<file path="src/rtl/uart_tx_port.sv">
// uart_tx_port: memory-mapped 8N1 serial transmitter for the f8 data bus.
//
// A CPU write to BASE_ADDR queues dwrite_data[7:0] in a small FIFO. A write to
// BASE_ADDR+2 clears the sticky overflow flag. The FSM pops bytes and shifts
// them out LSB first on txd, with one start bit, eight data bits and one stop
// bit. Each bit lasts CLKS_PER_BIT cycles.
//
// Ports:
//   clk, reset            system clock; synchronous active-high reset
//   dwrite_addr/data/en   CPU data write port (only data[7:0] is used)
//   dread_addr            CPU data read address
//   status_data           STATUS word when status_sel is high, else 0
//   status_sel            dread_addr hits the STATUS register
//   txd                   serial output, idle high
//   busy                  a frame is shifting or bytes are still queued
//
// STATUS layout: [0] full, [1] empty, [2] tx_active, [3] overflow,
//                [7:4] FIFO count, [15:8] zero.
module uart_tx_port #(
  parameter logic [15:0] BASE_ADDR    = 16'hff00,
  parameter int          CLKS_PER_BIT = 4,
  parameter int          FIFO_DEPTH   = 4
) (
  input  logic        clk,
  input  logic        reset,
  input  logic [15:0] dwrite_addr,
  input  logic [15:0] dwrite_data,
  input  logic        dwrite_en,
  input  logic [15:0] dread_addr,
  output logic [15:0] status_data,
  output logic        status_sel,
  output logic        txd,
  output logic        busy
);

  localparam int CW = $clog2(CLKS_PER_BIT);
  localparam int AW = $clog2(FIFO_DEPTH);
  localparam int NW = AW + 1;

  localparam logic [15:0]   STAT_ADDR = BASE_ADDR + 16'd2;
  localparam logic [CW-1:0] CLK_LAST  = CW'(CLKS_PER_BIT - 1);
  localparam logic [NW-1:0] DEPTH_N   = NW'(FIFO_DEPTH);

  typedef enum logic [1:0] {
    IDLE,
    START,
    DATA,
    STOP
  } state_t;

  state_t          state;
  logic [CW-1:0]   clk_cnt;
  logic [2:0]      bit_idx;
  logic [7:0]      shift;

  logic [7:0]      mem [FIFO_DEPTH];
  logic [AW-1:0]   rd_ptr;
  logic [AW-1:0]   wr_ptr;
  logic [NW-1:0]   count;
  logic            overflow;

  logic            full;
  logic            empty;
  logic            bit_end;
  logic            pop;
  logic            push_req;
  logic            clr_req;
  logic            push_ok;
  logic [7:0]      head;
  logic [3:0]      cnt4;

  // The upper data byte has no meaning for this register.
  logic            unused_hi;
  assign unused_hi = ^dwrite_data[15:8];

  assign full     = (count == DEPTH_N);
  assign empty    = (count == '0);
  assign bit_end  = (clk_cnt == CLK_LAST);
  assign head     = mem[rd_ptr];

  assign push_req = dwrite_en && (dwrite_addr == BASE_ADDR);
  assign clr_req  = dwrite_en && (dwrite_addr == STAT_ADDR);

  // The FSM takes a byte either when it sits idle, or on the last stop-bit
  // cycle so the next start bit follows with no idle gap.
  assign pop      = !empty && ((state == IDLE) || ((state == STOP) && bit_end));

  // A push into a full FIFO still fits when a pop frees a slot on the same edge.
  assign push_ok  = push_req && (!full || pop);

  assign busy     = (state != IDLE) || !empty;

  // ---------------------------------------------------------------------------
  // Transmit FIFO
  // ---------------------------------------------------------------------------
  always_ff @(posedge clk) begin
    if (push_ok && !reset) mem[wr_ptr] <= dwrite_data[7:0];
  end

  always_ff @(posedge clk) begin
    if (reset) begin
      rd_ptr   <= '0;
      wr_ptr   <= '0;
      count    <= '0;
      overflow <= 1'b0;
    end else begin
      if (push_ok) wr_ptr <= wr_ptr + AW'(1);
      if (pop)     rd_ptr <= rd_ptr + AW'(1);
      unique case ({push_ok, pop})
        2'b10:   count <= count + NW'(1);
        2'b01:   count <= count - NW'(1);
        default: count <= count;
      endcase
      // Clear and push never coincide: there is one write address per cycle.
      if (clr_req)                overflow <= 1'b0;
      else if (push_req && !push_ok) overflow <= 1'b1;
    end
  end

  // ---------------------------------------------------------------------------
  // Serial FSM. txd is registered and always updated together with state, so
  // the line level reflects the state the FSM is entering.
  // ---------------------------------------------------------------------------
  always_ff @(posedge clk) begin
    if (reset) begin
      state   <= IDLE;
      clk_cnt <= '0;
      bit_idx <= '0;
      shift   <= '0;
      txd     <= 1'b1;
    end else begin
      unique case (state)
        IDLE: begin
          txd     <= 1'b1;
          clk_cnt <= '0;
          if (!empty) begin
            shift <= head;
            state <= START;
            txd   <= 1'b0;
          end
        end

        START: begin
          if (bit_end) begin
            clk_cnt <= '0;
            bit_idx <= '0;
            state   <= DATA;
            txd     <= shift[0];
          end else begin
            clk_cnt <= clk_cnt + CW'(1);
          end
        end

        DATA: begin
          if (bit_end) begin
            clk_cnt <= '0;
            shift   <= shift >> 1;
            if (bit_idx == 3'd7) begin
              state <= STOP;
              txd   <= 1'b1;
            end else begin
              bit_idx <= bit_idx + 3'd1;
              // Next bit is the one that shifts into position 0.
              txd     <= shift[1];
            end
          end else begin
            clk_cnt <= clk_cnt + CW'(1);
          end
        end

        STOP: begin
          if (bit_end) begin
            clk_cnt <= '0;
            if (!empty) begin
              shift <= head;
              state <= START;
              txd   <= 1'b0;
            end else begin
              state <= IDLE;
              txd   <= 1'b1;
            end
          end else begin
            clk_cnt <= clk_cnt + CW'(1);
          end
        end

        default: begin
          state <= IDLE;
          txd   <= 1'b1;
        end
      endcase
    end
  end

  // ---------------------------------------------------------------------------
  // STATUS read path, combinational from the read address and current state.
  // ---------------------------------------------------------------------------
  assign cnt4 = 4'(count);

  always_comb begin
    status_sel  = (dread_addr == STAT_ADDR);
    status_data = 16'h0000;
    if (status_sel)
      status_data = {8'h00, cnt4, overflow, (state != IDLE), empty, full};
  end

endmodule

</file>
<file path="config.mk">
export PLATFORM = sky130hd
export DESIGN_NAME = uart_tx_port
export DESIGN_NICKNAME = d
export VERILOG_FILES = /design/src/rtl/uart_tx_port.sv
export SDC_FILE = /design/constraint.sdc
export NUM_CORES = 1
export LEC_CHECK = 0
export CORE_MARGIN = 4
export CORE_UTILIZATION = 35
export CTS_CLUSTER_DIAMETER = 150
export DETAILED_ROUTE_END_ITERATION = 8
export PLACE_DENSITY = 0.58
export RECOVER_POWER = 25
export REMOVE_ABC_BUFFERS = 1
export SYNTH_ARGS = -nofsm -noshare
export SYNTH_HDL_FRONTEND = slang
export SYNTH_SLANG_ARGS = --single-unit
</file>
<file path="constraint.sdc">
create_clock -name clk -period 5.8 [get_ports clk]
set_input_delay 1.45 -clock clk [delete_from_list [all_inputs] [get_ports clk]]
set_output_delay 1.45 -clock clk [all_outputs]
set_load 0.005 [all_outputs]
</file>
==> metrics.csv <==
metric,value,unit
start_util,35.7,%
required,4350,ps
overflow,0,
die_h,96.6,microns
die_w,96.6,microns
grt_pass1_wl,8940,microns
fmax,210,MHz
crit_path_max_fanout,5,
via_per_inst,4.86,
arrival,3310,ps
io_pins,70,
drc,0,
setup_viol,0,
drv_cap,0,
final_net_count,337,
critical_path.startpoint_type,input pin,
ys_ff_latch,58,
avgRoutedWirePerCell,13.6,microns
place_congestion,0.765,
post-route-period-util,82.1,%
cts_buffers,9,
rsz0062_at_grt,no,
yosys_warnings,0,
yosysTopAreaCell,edfxtp_1,
cts_resized,0,
worst_pin_slew,789,ps
cts_hold_buffers,0,
grt_pass1_vias,1892,
postRouteAntennaNets,0,
finalClockSkew,11.1,ps
n_fill_cell,732,
clock_path_buffers,2,
avgSynthCellArea,12.6,sq um
grt_antenna_before_repair,0,
cpPeakStageDelay,510,ps
dr_total_vias,1838,
slew_headroom,47.4,%
period_minus_slack,4760,ps
yosysTopAreaCellShare,35.0,%
synth_cells,218,
dieArea,0.00933,sq mm
drt-initial-drc-count,40,
hold_path_class,flop to flop,
root_buffer,clkbuf_8,
numPortBuffers,52,
path_buf_inv,2,
core.rowCount,32,
grt_max_degree,32,
drv_slew,0,
outcome,"finished, final reports clean",
dp.final_hpwl,3780,microns
postLayoutCoreUtil,46.0,%
synth-seq-area-share,53.9,%
end_kind,output port,
n_antenna_cell,0,
final_common_cell,clkdlybuf4s50_1,
slowest_stage,clkdlybuf4s50_1,
insertion_delay,330,ps
cp_cell_sequence,clkdlybuf4s50_1 > nor4b_1 > nand2_1 > nor3_1 > and3_1 > clkdlybuf4s50_1,
yosys.cell_types.count,48,
ys_top_cells_by_area,"edfxtp_1 (35%), dfxtp_1 (19%), mux4_2 (6.6%)",
drt-pass1-iter-count,4,
final_cell_mix,"clkdlybuf4s50_1 (45), edfxtp_1 (32), dfxtp_1 (26)",
pwr_density_cell,268,mW/mm^2
criticalPathCategory,input pin to output port,
grt.total_usage,11.9,%
wirelength,5140,microns
syn-cell-area,0.00275,sq mm
fin_tns_setup,0,ps
core-area,0.00769,sq mm
power,950,uW
htreeDepth,3,
cp_common_cell,clkdlybuf4s50_1,
area_growth,28.7,%
layout-drive-gt1-share,12.7,%
cpLargestDelayFamily,simple AND/OR/NAND/NOR gates,
postCtsSetupBuffers,0,
finalHoldViolations,0,
cts_tree,done,
leakage,0.00117,uW
clock_sinks,58,
clkTransAtPathRegs,70,ps
irDropWorstVdd,0.167,mV
==> cells in the mapped netlist, drive strengths merged <==
cell      n
a211o     1
a211oi    8
a21oi     5
a221oi    1
a22o      2
a22oi     3
a311oi    1
a31oi     1
and2      2
and3      2
buf      10
clkbuf    8
conb      1
dfxtp    26
edfxtp   32
fa        1
ha       13
inv      10
mux2      2
mux2i     8
mux4      8
nand2     4
nand2b    3
nand3b    1
nand4     5
nor2     24
nor2b     1
nor3      3
nor3b     6
nor4      7
nor4b     2
o2111ai   1
o211a     1
o21ai     4
o221a     1
o221ai    1
or3       2
or4       1
or4b      2
xnor2     2
xor2      2
==> through the flow <==
step	setup slack [ps]	instance area, sq um	hold slack [ps]	cells
6_report	1040	3540	440	378
5_1_grt	842	3540	479	378
4_1_cts	986	3540	442	378
3_5_place_dp	995	3330	432	363
3_3_place_gp	999	3330	416	363
2_1_floorplan	2000	2680	404	208
==> logic make-up after synthesis <==
kind of cell               share of synthesized area, %
DFF                                                53.9
other                                             0.136
buffers and inverters                              5.10
muxes                                              10.3
xor gates and xnor gates                           1.28
and+or+nand+nor                                    14.8
adders and majority gates                          6.65
AOI/OAI and AO/OA                                  7.88
==> worst reg2reg max path: stages, from the launching register on <==
cell and delay (ps):
dfxtp_1 370, inv_1 110, ha_1 240, a21oi_1 250
and3_1 280, nor3b_4 80, inv_2 120, ha_1 200
inv_1 60, fa_1 370, xor2_1 160, or3_1 300
a21oi_1 140
==> registers in the layout, summed over array words and instances (netlist names), named ones only <==
name / flops
bit_idx: 3
wr_ptr: 2
state: 2
rd_ptr: 2
shift: 8
clk_cnt: 2
mem: 32
count: 3
overflow: 1
txd: 1
==> power by group <==
part | internal [uW] | switching (uW) | total (uW) | leakage [uW]
clock network | 237 | 159 | 396 | 0.000105
registers | 441 | 5.45 | 447 | 0.000497
logic | 58.4 | 48.9 | 107 | 0.000573
==> final cells by class <==
type / count / area, sq um / area share (%)
tap: 102 / 128 / 3.61
clock inverter: 6 / 82.6 / 2.33
timing repair buffer: 53 / 528 / 14.9
clock buffer: 9 / 124 / 3.50
multi-input combinational: 140 / 1160 / 32.7
sequential: 58 / 1480 / 41.9
inverter: 10 / 37.5 / 1.06
==> layer usage <==
| metal | global-route usage (%) | vias to the layer above | part of all wire [%] |
|---|---|---|---|
| met5 | 0 | - | 0 |
| met4 | 5.83 | 0 | 1.9 |
| met1 | 14.5 | 880 | 46 |
| li1 | - | 911 | - |
| met3 | 3.10 | 8 | 3.8 |
| met2 | 19.4 | 39 | 48 |
==> final timing paths <==
| path | end | slack [ps] | start | depth (start not counted) |
|---|---|---|---|---|
| setup / recovery | status_data[0] | 1040 | dread_addr[0] | 6 |
| hold / removal | clk_cnt[0] | 440 | clk_cnt[0] | 1 |
| setup reg to reg | count[2] | 3060 | state[0] | 12 |
| hold reg to reg | clk_cnt[0] | 440 | clk_cnt[0] | 1 |
Power figures use the tool's default switching activity.
